File: config.mk
export PLATFORM = sky130hd
export DESIGN_NAME = text_line_prefetcher
export DESIGN_NICKNAME = d
export VERILOG_FILES = /design/src/rtl/vc_render_pkg.sv /design/src/rtl/glyph_row_expander.sv /design/src/rtl/text_line_prefetcher.sv
export SDC_FILE = /design/constraint.sdc
export NUM_CORES = 1
export LEC_CHECK = 0
export BUFFER_PORTS_ARGS = -buffer_cell sky130_fd_sc_hd__buf_2
export CORE_MARGIN = 3
export CORE_UTILIZATION = 43
export DETAILED_ROUTE_END_ITERATION = 12
export PLACE_DENSITY = 0.79
export SLEW_MARGIN = 20
export SYNTH_ARGS = -nofsm -noshare
export SYNTH_HDL_FRONTEND = slang
export SYNTH_SLANG_ARGS = --single-unit
File: constraint.sdc
create_clock -name clk -period 3.23 [get_ports clk]
set_clock_uncertainty 0.15 [all_clocks]
set_input_delay 0.4845 -clock clk [delete_from_list [all_inputs] [get_ports clk]]
set_output_delay 0.4845 -clock clk [all_outputs]
set_load 0.005 [all_outputs]
File: src/rtl/vc_render_pkg.sv
// Shared geometry, cell attribute layout and prefetcher state encoding
// for the virtual console renderer.
package vc_render_pkg;

    localparam int COLOR_NUMBERS_BITS   = 4;
    localparam int HEIGHT_PER_CHARACTER = 20;
    localparam int WIDTH_PER_CHARACTER  = 8;
    localparam int COLUMNS              = 80;
    localparam int ROWS                 = 24;

    typedef struct packed {
        logic [3:0] bg;
        logic [3:0] fg;
        logic [7:0] ch;
    } cell_attr_t;

    typedef enum logic [1:0] {IDLE, FETCH, DRAIN} prefetch_state_t;

endpackage

File: src/rtl/glyph_row_expander.sv
// Registered stage turning one glyph row plus fg/bg into eight colour indices.
// Holds its last output while no valid cell is presented.
import vc_render_pkg::*;

module glyph_row_expander (
    input  logic                          clk,
    input  logic                          rst,
    input  logic                          in_vld,
    input  logic [6:0]                    in_col,
    input  logic [WIDTH_PER_CHARACTER-1:0] font_data,
    input  logic [COLOR_NUMBERS_BITS-1:0] fg,
    input  logic [COLOR_NUMBERS_BITS-1:0] bg,
    input  logic                          swap,
    output logic                          lb_we,
    output logic [6:0]                    lb_addr,
    output logic [31:0]                   lb_data
);

    logic                          lb_we_q, lb_we_d;
    logic [6:0]                    lb_addr_q, lb_addr_d;
    logic [31:0]                   lb_data_q, lb_data_d;
    logic [COLOR_NUMBERS_BITS-1:0] on_col, off_col;

    always_comb begin
        on_col    = swap ? bg : fg;
        off_col   = swap ? fg : bg;
        lb_we_d   = in_vld;
        lb_addr_d = in_vld ? in_col : lb_addr_q;
        lb_data_d = lb_data_q;
        if (in_vld) begin
            // bit 7 of the glyph row is the leftmost pixel, which lands in the low nibble
            for (int i = 0; i < WIDTH_PER_CHARACTER; i++) begin
                lb_data_d[COLOR_NUMBERS_BITS*i +: COLOR_NUMBERS_BITS] =
                    font_data[WIDTH_PER_CHARACTER-1-i] ? on_col : off_col;
            end
        end
    end

    always_ff @(posedge clk or posedge rst) begin
        if (rst) begin
            lb_we_q   <= 1'b0;
            lb_addr_q <= '0;
            lb_data_q <= '0;
        end else begin
            lb_we_q   <= lb_we_d;
            lb_addr_q <= lb_addr_d;
            lb_data_q <= lb_data_d;
        end
    end

    assign lb_we   = lb_we_q;
    assign lb_addr = lb_addr_q;
    assign lb_data = lb_data_q;

endmodule

File: src/rtl/text_line_prefetcher.sv
// Walks one text row, fetches attributes and glyph rows, and fills the scanline buffer.
// First write 4 cycles after start, done 84 cycles after; start while busy is dropped.
import vc_render_pkg::*;

module text_line_prefetcher (
    input  logic        clk,
    input  logic        rst,
    input  logic        start,
    input  logic [4:0]  row_idx,
    input  logic [4:0]  glyph_row,
    input  logic        cursor_en,
    input  logic [4:0]  cursor_row,
    input  logic [6:0]  cursor_col,
    output logic        busy,
    output logic        done,
    output logic [10:0] text_addr,
    input  logic [15:0] text_data,
    output logic [12:0] font_addr,
    input  logic [7:0]  font_data,
    output logic        lb_we,
    output logic [6:0]  lb_addr,
    output logic [31:0] lb_data
);

    prefetch_state_t state_q, state_d;
    logic [6:0]  col_q, col_d;
    logic [1:0]  drain_q, drain_d;
    logic [4:0]  glyph_q, glyph_d;
    logic        cur_line_q, cur_line_d;
    logic [6:0]  cur_col_q, cur_col_d;
    logic [10:0] text_addr_q, text_addr_d;
    logic        busy_q, busy_d;
    logic        done_q, done_d;
    logic        rd_vld_q, rd_vld_d;
    logic [6:0]  rd_col_q, rd_col_d;
    logic        fnt_vld_q, fnt_vld_d;
    logic [6:0]  fnt_col_q, fnt_col_d;
    logic [3:0]  fnt_fg_q, fnt_fg_d;
    logic [3:0]  fnt_bg_q, fnt_bg_d;
    logic        fnt_hit_q, fnt_hit_d;
    cell_attr_t  rd_attr;

    assign rd_attr = cell_attr_t'(text_data);

    always_comb begin
        state_d     = state_q;
        col_d       = col_q;
        drain_d     = drain_q;
        glyph_d     = glyph_q;
        cur_line_d  = cur_line_q;
        cur_col_d   = cur_col_q;
        text_addr_d = text_addr_q;
        done_d      = 1'b0;
        rd_vld_d    = (state_q == FETCH);
        rd_col_d    = col_q;
        fnt_vld_d   = rd_vld_q;
        fnt_col_d   = rd_col_q;
        fnt_fg_d    = rd_attr.fg;
        fnt_bg_d    = rd_attr.bg;
        fnt_hit_d   = cur_line_q && (rd_col_q == cur_col_q);
        case (state_q)
            IDLE: if (start) begin
                glyph_d    = glyph_row;
                cur_line_d = cursor_en && (cursor_row == row_idx) &&
                             (glyph_row >= 5'(HEIGHT_PER_CHARACTER-2));
                cur_col_d  = cursor_col;
                col_d      = '0;
                if (row_idx >= 5'(ROWS) || glyph_row >= 5'(HEIGHT_PER_CHARACTER)) begin
                    // nothing to fetch: spend one busy cycle, then pulse done
                    state_d = DRAIN;
                    drain_d = 2'd2;
                end else begin
                    state_d     = FETCH;
                    drain_d     = 2'd0;
                    text_addr_d = 11'(row_idx) * 11'(COLUMNS);
                end
            end
            FETCH: begin
                if (col_q == 7'(COLUMNS-1)) begin
                    col_d   = '0;
                    state_d = DRAIN;
                end else begin
                    col_d       = col_q + 7'd1;
                    text_addr_d = text_addr_q + 11'd1;
                end
            end
            DRAIN: begin
                // three cycles let the last cell clear the RAM, ROM and expander stages
                if (drain_q == 2'd2) begin
                    state_d = IDLE;
                    done_d  = 1'b1;
                end else begin
                    drain_d = drain_q + 2'd1;
                end
            end
            default: state_d = IDLE;
        endcase
        busy_d = (state_d != IDLE);
    end

    always_ff @(posedge clk or posedge rst) begin
        if (rst) begin
            state_q     <= IDLE;
            col_q       <= '0;
            drain_q     <= '0;
            glyph_q     <= '0;
            cur_line_q  <= 1'b0;
            cur_col_q   <= '0;
            text_addr_q <= '0;
            busy_q      <= 1'b0;
            done_q      <= 1'b0;
            rd_vld_q    <= 1'b0;
            rd_col_q    <= '0;
            fnt_vld_q   <= 1'b0;
            fnt_col_q   <= '0;
            fnt_fg_q    <= '0;
            fnt_bg_q    <= '0;
            fnt_hit_q   <= 1'b0;
        end else begin
            state_q     <= state_d;
            col_q       <= col_d;
            drain_q     <= drain_d;
            glyph_q     <= glyph_d;
            cur_line_q  <= cur_line_d;
            cur_col_q   <= cur_col_d;
            text_addr_q <= text_addr_d;
            busy_q      <= busy_d;
            done_q      <= done_d;
            rd_vld_q    <= rd_vld_d;
            rd_col_q    <= rd_col_d;
            fnt_vld_q   <= fnt_vld_d;
            fnt_col_q   <= fnt_col_d;
            fnt_fg_q    <= fnt_fg_d;
            fnt_bg_q    <= fnt_bg_d;
            fnt_hit_q   <= fnt_hit_d;
        end
    end

    assign busy      = busy_q;
    assign done      = done_q;
    assign text_addr = text_addr_q;
    assign font_addr = rd_vld_q ? {rd_attr.ch, glyph_q} : '0;

    glyph_row_expander u_expander (
        .clk       (clk),
        .rst       (rst),
        .in_vld    (fnt_vld_q),
        .in_col    (fnt_col_q),
        .font_data (font_data),
        .fg        (fnt_fg_q),
        .bg        (fnt_bg_q),
        .swap      (fnt_hit_q),
        .lb_we     (lb_we),
        .lb_addr   (lb_addr),
        .lb_data   (lb_data)
    );

endmodule

Word-level counts from Yosys, hierarchy flattened
Cells that the tools add are included. W data, S select, Z words.

Register bits: 102. Input bits: 50. Output and inout port bits: 66. Logic and storage cells: 77.

Add/sub/neg operators: 3. $mul: 1. Order comparisons: 3. Equal/unequal tests: 10. Muxes and demuxes: 29. Reductions and logical operators: 12.

Operator list (count): $mux W4 (10); $mux W11 (3); $pmux W11 S2 (1); $ge A5 B5 Y1 const B (3); $mux W2 (7); $mux W7 (2); $pmux W7 S2 (1); $mux W13 (1); $add A11 B1 Y11 const B (1); $ne A2 B2 Y1 const B (4); $add A7 B1 Y7 const B (1); $eq A7 B7 Y1 (1); $eq A7 B7 Y1 const B (1); $mul A5 B3 Y7 const B (1); $pmux W2 S3 (1); $reduce_bool A2 Y1 (3); $eq A5 B5 Y1 (1); $eq A2 B2 Y1 const B (2); $pmux W2 S2 (1); $reduce_and A2 Y1 (2); $reduce_and A4 Y1 (1); $logic_and A1 B1 Y1 (3); $reduce_and A3 Y1 (1); $add A2 B1 Y2 const B (1); 4 further kinds (5).

Logic depth before layout (Yosys ltp)
Gate-level depths: netlist of run 1.

Depth after elaboration: 6. Mapped depth: 7.

By module
Synthesis of run 1 repeated with hierarchy kept, for this count alone.

Cells, all modules: 410. Area total of the unflattened synthesis: 4804.6 um2.

Modules (own cells, without submodules): text_line_prefetcher (instances 1, cells each 245, area an instance 2827.7 um2, seq. area each 1551.5 um2); glyph_row_expander (instances 1, cells each 165, area an instance 1976.9 um2, seq. area each 1001.0 um2).

Worst setup path after synthesis of run 1
OpenSTA, ideal clock, no wires.

Kind: input to register. From: in row_idx[2]. To: reg text_addr_q[10] (netlist: text_addr[10]). Arrival: 1705 ps. Path slack: 1249 ps. Stages on the path: 6. Cells stage by stage: ha_1 -> ha_1 -> and3_1 -> or3_1 -> a21oi_1 -> a211oi_1.

Word-level cells in the longest chain between the ends: 4.

Ends and longest elaborated chain: start: declaration (RTL line text_line_prefetcher.sv:9) `input logic [4:0] row_idx,`; $mul A5 B3 Y7 / $ge A5 B5 Y1 (equally long branches) (RTL line text_line_prefetcher.sv:75, text_line_prefetcher.sv:68); $mux W11 / $logic_or A1 B1 Y1 (equally long branches) (RTL line text_line_prefetcher.sv:68) `if (row_idx >= 5'(ROWS) || glyph_row >= 5'(HEIGHT_PER_CHARACTER)) begin`; $mux W11 / $ne A2 B2 Y1 (equally long branches); $pmux W11 S2 / $reduce_and A4 Y1 (equally long branches); end signal: assignment (RTL line text_line_prefetcher.sv:126) `text_addr_q <= text_addr_d;`; end: declaration (RTL line text_line_prefetcher.sv:31) `logic [10:0] text_addr_q, text_addr_d;`.

Parallel ways exist; a longest one is shown, timed or not. The select of a mux whose other input is x is not followed. A chain may end at the register's enable or synchronous reset.

Worst setup path in the final report of run 1
From: reg col_q[0]. To: reg text_addr_q[5] (netlist: text_addr[5]).

Word-level cells in the longest chain between the ends: 3.

Ends and longest elaborated chain: start: declaration (RTL line text_line_prefetcher.sv:26) `logic [6:0] col_q, col_d;`; start signal: assignment (RTL line text_line_prefetcher.sv:121) `col_q <= col_d;`; $eq A7 B7 Y1 (RTL line text_line_prefetcher.sv:79) `if (col_q == 7'(COLUMNS-1)) begin`; $ne A2 B2 Y1 (no source line); $reduce_and A4 Y1 (no source line).

Every way passes these cells.

==> flow_metrics.env, run 1 <==
export IMPL_drt_iter0_markers=308
export IMPL_cp_end_kind="flop"
export IMPL_status="finished clean"
export IMPL_finalInstanceArea_um2=5560
export IMPL_cp_slowest_cell="o21ai_2"
export IMPL_yosysWarnings=0
export IMPL_ys_ff_latch=102
export IMPL_setup_viol=0
export IMPL_hold_class="in2reg"
export IMPL_cts_tree="done"
export IMPL_slew_headroom_pct=38.5
export IMPL_grt_usage_pct=17.0
export IMPL_drt_vias_per_instance=5.40
export IMPL_grt_ovfl_total=0
export IMPL_clockRootBuffer="clkbuf_8"
export IMPL_yosysSeqAreaShare_pct=54.7
export IMPL_clk_latency_ns=0.36
export IMPL_crit_cells=6
export IMPL_critical_path_class="reg2reg"
export IMPL_h_tree_depth=3
export IMPL_async_flop_share_pct=100
export IMPL_synth_distinct_cells=51
export IMPL_core_area_um2=10400
export IMPL_power_density_nw_per_um2=814
export IMPL_area_delta_synth_final_pct=19.3
export IMPL_synth_top_area_cell="dfrtp_1"
export IMPL_fmax_mhz=433
export IMPL_layout_drive_gt1_share_pct=31.2
export IMPL_arrival_ns=2.48
export IMPL_start_util_pct=44.8
export IMPL_worst_path_buf_inv=1
export IMPL_dpl_hpwl_mm=7.66
export IMPL_cp_max_fo=16
export IMPL_gp_congestion=0.880
export IMPL_clockBufferDepth=2
export IMPL_final_period_utilization_pct=71.6
export IMPL_stdcell_count=662
export IMPL_grt_max_degree=61
export IMPL_postCtsSetupBuffers=0
export IMPL_crit_chain="ha_1, nand3_1, o21ai_2, and2_1, inv_2, o2bb2a_4"
export IMPL_rr_worst_depth=6
export IMPL_p_leak_nw=2.70
export IMPL_netlist_area_um2=4660
export IMPL_wirelength_mm=10.4
export IMPL_startpoint_type="flop"
export IMPL_drc=0
export IMPL_ant_nets=0
export IMPL_first_global_vias=3354
export IMPL_antenna_found_initial=0
export IMPL_grt_pass1_wl_mm=16.2
export IMPL_finalNetCount=581
export IMPL_rows=37
export IMPL_cts_sinks=102
export IMPL_place_inst=646
export IMPL_first_pass_iters=5
export IMPL_worstMarginPinSlew_ns=0.921
export IMPL_die_width_um=110
export IMPL_final_hold_viol_count=0
export IMPL_min_period_ns=2.31
export IMPL_ioPinCount=116
export IMPL_hold_depth=1
export IMPL_dieArea_um2=12100
export IMPL_cts_resized=0
export IMPL_tns_ns=0
export IMPL_num_vias=3576
export IMPL_hold_buffers=0
export IMPL_max_stage_delay_ns=0.57
export IMPL_drv_cap=0
export IMPL_dpl_cell_area_um2=5350
export IMPL_synth_area_leaders="dfrtp_1 55%, mux2i_1 6.9%, mux2_2 4.8%, a21oi_1 4.6%, nor2_1 3.1%"
export IMPL_synth_edf_count=0
export IMPL_netlist_area_leader_share_pct=54.7
export IMPL_cts_clk_slew_worst_paths_ns=0.11
export IMPL_syn_avg_cell_area_um2=11.2
export IMPL_syn_inst=417
export IMPL_rsz0062_at_grt="false"
export IMPL_wl_per_cell_um=15.7
export IMPL_syn_num_nets=477
export IMPL_port_buffers=115
export IMPL_cp_required_ns=3.40
export IMPL_cts_buffers_inserted=9
export IMPL_drv_slew=0
export IMPL_n_antenna_cell=0
export IMPL_synth_ff_type="dfrtp_1"
export IMPL_cpLargestDelayFamily="compound AO/OA/AOI/OAI gates"
export IMPL_die_h_um=110
export IMPL_peakVddDrop_mv=0.404
-- metrics by stage --
step           setup WS [ns]  hold WS, ns  total power, W  utilization, %
6_report               0.918       0.0681         0.00453            53.4
5_1_grt                0.771       0.0404         0.00486            53.4
4_1_cts                0.933       0.0554         0.00455            53.4
3_5_place_dp           0.939        0.234         0.00371            51.4
3_3_place_gp            1.07        0.228         0.00362            51.4
2_1_floorplan           1.25        0.202         0.00307               -
-- state kept, by name, summed over array words and instances, names as in the netlist, 2 cells and up --
name,cells
text_addr,11
glyph_q,5
u_expander.lb_data,32
u_expander.lb_addr,7
fnt_col_d,7
fnt_fg_q,4
drain_q,2
fnt_col_q,7
cur_col_q,7
state_q,2
fnt_bg_q,4
col_q,7
-- final timing paths --
check	start	to	slack, ns
min in group asynchronous	rst	u_expander.lb_data[29]$_DFFE_PP0P_	0.15
min reg2reg	fnt_col_d[1]$_DFF_PP0_	fnt_col_q[1]$_DFF_PP0_	0.24
max	col_q[0]$_DFFE_PP0P_	text_addr[5]$_DFFE_PP0P_	0.92
max in group asynchronous	rst	fnt_col_d[0]$_DFF_PP0_	2.01
min	text_data[9]	fnt_fg_q[1]$_DFF_PP0_	0.07
max reg2reg	col_q[0]$_DFFE_PP0P_	text_addr[5]$_DFFE_PP0P_	0.92
-- worst reg2reg max path, stage by stage, from the launching register on --
cell,delay (ns)
dfrtp_1,0.41
ha_1,0.23
nand3_1,0.20
o21ai_2,0.58
and2_1,0.40
inv_2,0.10
o2bb2a_4,0.20
-- report_power, final --
part	internal [W]	total [W]	switching [W]
logic	0.000770	0.00154	0.000769
registers	0.00172	0.00214	0.000420
clock network	0.000392	0.000851	0.000459
-- synthesized netlist by cell type (all sizes together) (2+ instances only) --
library cell  instances
nor4                  2
ha                    9
nor2b                 3
or3                   3
nor2                 38
a21o                  3
o22ai                 2
inv                  13
a21oi                43
a22oi                 2
a2bb2oi               3
nand2                12
xor2                 11
xnor2                10
mux2i                32
and3                  7
and2                 14
o21ai                16
or3b                  2
buf                  19
nor3b                 3
dfrtp               102
nand4                 5
a41oi                 3
nand3                 9
o22a                  3
clkbuf                8
a31oi                 5
mux2                 20
-- layout make-up --
| cell class | instances | area, um^2 |
|---|---|---|
| fill | 907 | 4850 |
| tap | 136 | 170 |
| sequential | 102 | 2550 |
| multi-input combinational | 275 | 1950 |
| clock buffer | 10 | 138 |
| clock inverter | 6 | 75.1 |
| inverter | 13 | 52.6 |
| timing repair buffer | 120 | 626 |
-- cell usage in the layout, fill, tap and decap left out, drive strengths merged, types with 9 or more instances in the layout --
cell / count
xor2: 11
buf: 120
a21oi: 43
ha: 9
dfrtp: 102
mux2: 20
mux2i: 32
o21ai: 16
xnor2: 10
nand3: 9
and2: 14
nand2: 12
nor2: 38
inv: 15
clkbuf: 10
-- metal layers --
metal | vias up | track usage [%] | part of all wire, %
li1 | 1684 | - | -
met1 | 1737 | 21.6 | 41
met3 | 13 | 2.74 | 6.1
met5 | - | 0 | 0
met2 | 142 | 29.6 | 51
met4 | 0 | 5.28 | 1.2
-- cells by family after synthesis --
group                      count (synthesis)  share of synthesized area (%)
xor gates and xnor gates                  21                           3.94
AOI/OAI and AO/OA                         90                           11.9
muxes                                     52                           11.7
and+or+nand+nor                          102                           11.3
adders and majority gates                 10                           2.84
DFF                                      102                           54.7
buffers and inverters                     40                           3.51
Power figures use the tool's default switching activity.
==> run 2, diff against run 1 <==
--- a/config.mk
+++ b/config.mk
@@ -5,11 +5,12 @@
 export SDC_FILE = /design/constraint.sdc
 export NUM_CORES = 1
 export LEC_CHECK = 0
+export ABC_AREA = 1
 export BUFFER_PORTS_ARGS = -buffer_cell sky130_fd_sc_hd__buf_2
 export CORE_MARGIN = 3
 export CORE_UTILIZATION = 43
 export DETAILED_ROUTE_END_ITERATION = 12
-export PLACE_DENSITY = 0.79
+export PLACE_DENSITY = 0.76
 export SLEW_MARGIN = 20
 export SYNTH_ARGS = -nofsm -noshare
 export SYNTH_HDL_FRONTEND = slang
==> constraint.sdc (replaced) <==
create_clock -name clk -period 2.3 [get_ports clk]
set_clock_uncertainty 0.15 [all_clocks]
set_input_delay 0.345 -clock clk [delete_from_list [all_inputs] [get_ports clk]]
set_output_delay 0.345 -clock clk [all_outputs]
set_load 0.005 [all_outputs]
==> flow_metrics.env, run 2 <==
export IMPL_area_delta_synth_final_pct=22.7
export IMPL_antenna_found_initial=0
export IMPL_cts_tree="done"
export IMPL_final_common_cell="nor2_1"
export IMPL_cp_end_kind="flop"
export IMPL_finalInstanceArea_um2=5890
export IMPL_cp_max_fo=8
export IMPL_arrival_ns=1.97
export IMPL_synth_distinct_cells=34
export IMPL_die_h_um=112
export IMPL_syn_avg_cell_area_um2=8.36
export IMPL_dieArea_um2=12500
export IMPL_syn_inst=574
export IMPL_layout_drive_gt1_share_pct=22.9
export IMPL_pwr_share_seq_pct=45.9
export IMPL_startpoint_type="flop"
export IMPL_slew_headroom_pct=54.6
export IMPL_tns_ns=0
export IMPL_final_core_util_pct=55.5
export IMPL_yosysSeqAreaShare_pct=53.2
export IMPL_fmax_mhz=537
export IMPL_setup_viol=0
export IMPL_wl_per_cell_um=13.1
export IMPL_crit_start="fnt_hit_q$_DFF_PP0_"
export IMPL_grt_ovfl_total=0
export IMPL_dpl_hpwl_mm=8.34
export IMPL_netlist_area_leader_share_pct=53.2
export IMPL_place_inst=823
export IMPL_cts_buffers_inserted=9
export IMPL_clk_latency_ns=0.37
export IMPL_p_leak_nw=3.11
export IMPL_final_hold_viol_count=0
export IMPL_drt_vias_per_instance=4.94
export IMPL_drv_cap=0
export IMPL_wirelength_mm=11.1
export IMPL_final_period_utilization_pct=81.0
export IMPL_switchingPower_w=0.00255
export IMPL_mostFrequentLayoutCells="146 x nor2_1, 115 x buf_2, 112 x nand2_1, 101 x dfrtp_1, 58 x o21ai_0"
export IMPL_core_area_um2=10600
export IMPL_ys_ff_latch=102
export IMPL_n_antenna_cell=0
export IMPL_yosys_top_cells_count="146 x nor2_1, 112 x nand2_1, 102 x dfrtp_1"
export IMPL_cts_sinks=102
export IMPL_p_clk_share_pct=17.2
export IMPL_num_vias=4192
export IMPL_power_density_nw_per_um2=1120
export IMPL_first_global_vias=4102
export IMPL_netlist_area_um2=4800
export IMPL_finalPower_w=0.00659
export IMPL_cts_clk_slew_worst_paths_ns=0.09
export IMPL_clockBufferDepth=2
export IMPL_gp_congestion=0.908
export IMPL_syn_num_nets=634
export IMPL_drv_slew=0
export IMPL_peakVddDrop_mv=0.752
export IMPL_p_int_w=0.00404
export IMPL_synth_ff_type="dfrtp_1"
export IMPL_drc=0
export IMPL_postCtsSetupBuffers=0
export IMPL_finalNetCount=767
export IMPL_critical_path_class="reg2reg"
export IMPL_ioPinCount=116
export IMPL_die_width_um=112
export IMPL_port_buffers=115
export IMPL_stdcell_count=848
export IMPL_hold_class="in2reg"
export IMPL_largest_register_ff_count=32
export IMPL_swShare_pct=38.7
export IMPL_h_tree_depth=3
export IMPL_r2r_start="fnt_hit_q$_DFF_PP0_"
export IMPL_async_flop_share_pct=100
export IMPL_grt_pass1_wl_mm=18.7
export IMPL_r2r_end="u_expander.lb_data[7]$_DFFE_PP0P_"
export IMPL_grt_usage_pct=18.1
export IMPL_synth_area_leaders="dfrtp_1 53%, nor2_1 11%, nand2_1 8.8%, o21ai_0 6.0%, inv_1 4.2%"
export IMPL_rows=37
export IMPL_cp_required_ns=2.41
export IMPL_ff2ff_setup_slack_ns=0.44
export IMPL_clockRootBuffer="clkbuf_8"
export IMPL_dpl_cell_area_um2=5600
export IMPL_yosysWarnings=0
export IMPL_synth_most_common_cell="nor2_1"
export IMPL_grt_max_degree=67
export IMPL_first_pass_iters=5
export IMPL_status="finished clean"
export IMPL_cts_resized=0
export IMPL_endpoint="u_expander.lb_data[7]$_DFFE_PP0P_"
export IMPL_drt_iter0_markers=279
export IMPL_worstMarginPinSlew_ns=0.681
export IMPL_synth_edf_count=0
export IMPL_min_period_ns=1.86
export IMPL_synth_top_area_cell="dfrtp_1"
export IMPL_rsz0062_at_grt="false"
export IMPL_p_comb_share_pct=36.9
export IMPL_ant_nets=0
export IMPL_rr_worst_depth=4
export IMPL_start_util_pct=45.3
[run 2: changes by cell type in the layout (fill, tap and decap cells not counted), moves of 6 or more]
cell	change
buf_4	+6
nand3_1	+14
nand2_1	+100
dlygate4sd3_1	+9
o21ai_0	+43
nor2_1	+108
and2_1	-14
and3_1	-6
mux2i_1	-24
inv_1	+42
mux2_2	-13
a21oi_1	-39
nor3_1	+6
xnor2_1	-9
[run 2: repair_timing]
| item | in CTS | in global routing |
|---|---|---|
| hold endpoints to repair | 110 | 0 |
| setup endpoints to repair | 0 | 0 |
| hold buffers | 9 | 0 |
[run 2: power groups by stage]
stage / Combinational (W) / Clock, W / Sequential, W
CTS: 0.00246 / 0.00116 / 0.00302
global route: 0.00279 / 0.00124 / 0.00312
detailed placement: 0.00244 / 0 / 0.00305
floorplan: 0.00160 / 0 / 0.00288
finish: 0.00243 / 0.00113 / 0.00302
global placement: 0.00234 / 0 / 0.00301
[run 2: logic make-up after synthesis]
kind of cell,after synthesis,synth area share (%)
simple gates,298,25.5
flops,102,53.2
buf+inv,71,5.97
compound gates,70,7.79
mux,15,3.31
fa+ha+maj,10,2.76
xor+xnor,8,1.46
[run 2: critical path: stages (launching register included)]
cell,delay (ns)
dfrtp_1,0.60
mux2i_1,0.56
o21ai_0,0.20
nor2_1,0.19
nor2_1,0.05
[run 2: worst min path at each step]
stage                            from                    endpoint  slack, ns  cells after the start
5_1_grt                 cursor_col[2]    cur_col_q[2]$_DFFE_PP0P_       0.03                      3
3_3_place_gp   fnt_col_d[4]$_DFF_PP0_      fnt_col_q[4]$_DFF_PP0_       0.23                      0
3_5_place_dp   fnt_col_d[6]$_DFF_PP0_      fnt_col_q[6]$_DFF_PP0_       0.24                      0
2_1_floorplan     fnt_vld_q$_DFF_PP0_  u_expander.lb_we$_DFF_PP0_       0.20                      0
4_1_cts                 cursor_col[2]    cur_col_q[2]$_DFFE_PP0P_       0.02                      3
6_report                cursor_col[2]    cur_col_q[2]$_DFFE_PP0P_       0.04                      3
[run 2: routing by layer]
metal	vias up	track usage [%]	part of all wire [%]
met5	-	0	0
met4	0	7.46	1.7
met3	18	4.73	6.2
met2	138	31.2	50
met1	1965	21.5	42
li1	2071	-	-
[run 2: cell type report]
type,count,area [um^2]
repair buffers,136,781
well taps,136,170
clock buffers,11,141
fillers,978,4710
multi-input cells,401,1960
inverters,57,223
clock inverters,5,58.8
flip-flops and latches,102,2550
[run 2: metrics by stage]
stage | setup WS (ns) | hold WS [ns]
after floorplan | 0.549 | 0.202
after global placement | 0.360 | 0.231
after detailed placement | 0.312 | 0.236
after CTS | 0.465 | 0.0178
after global routing | 0.282 | 0.0327
final | 0.436 | 0.0393
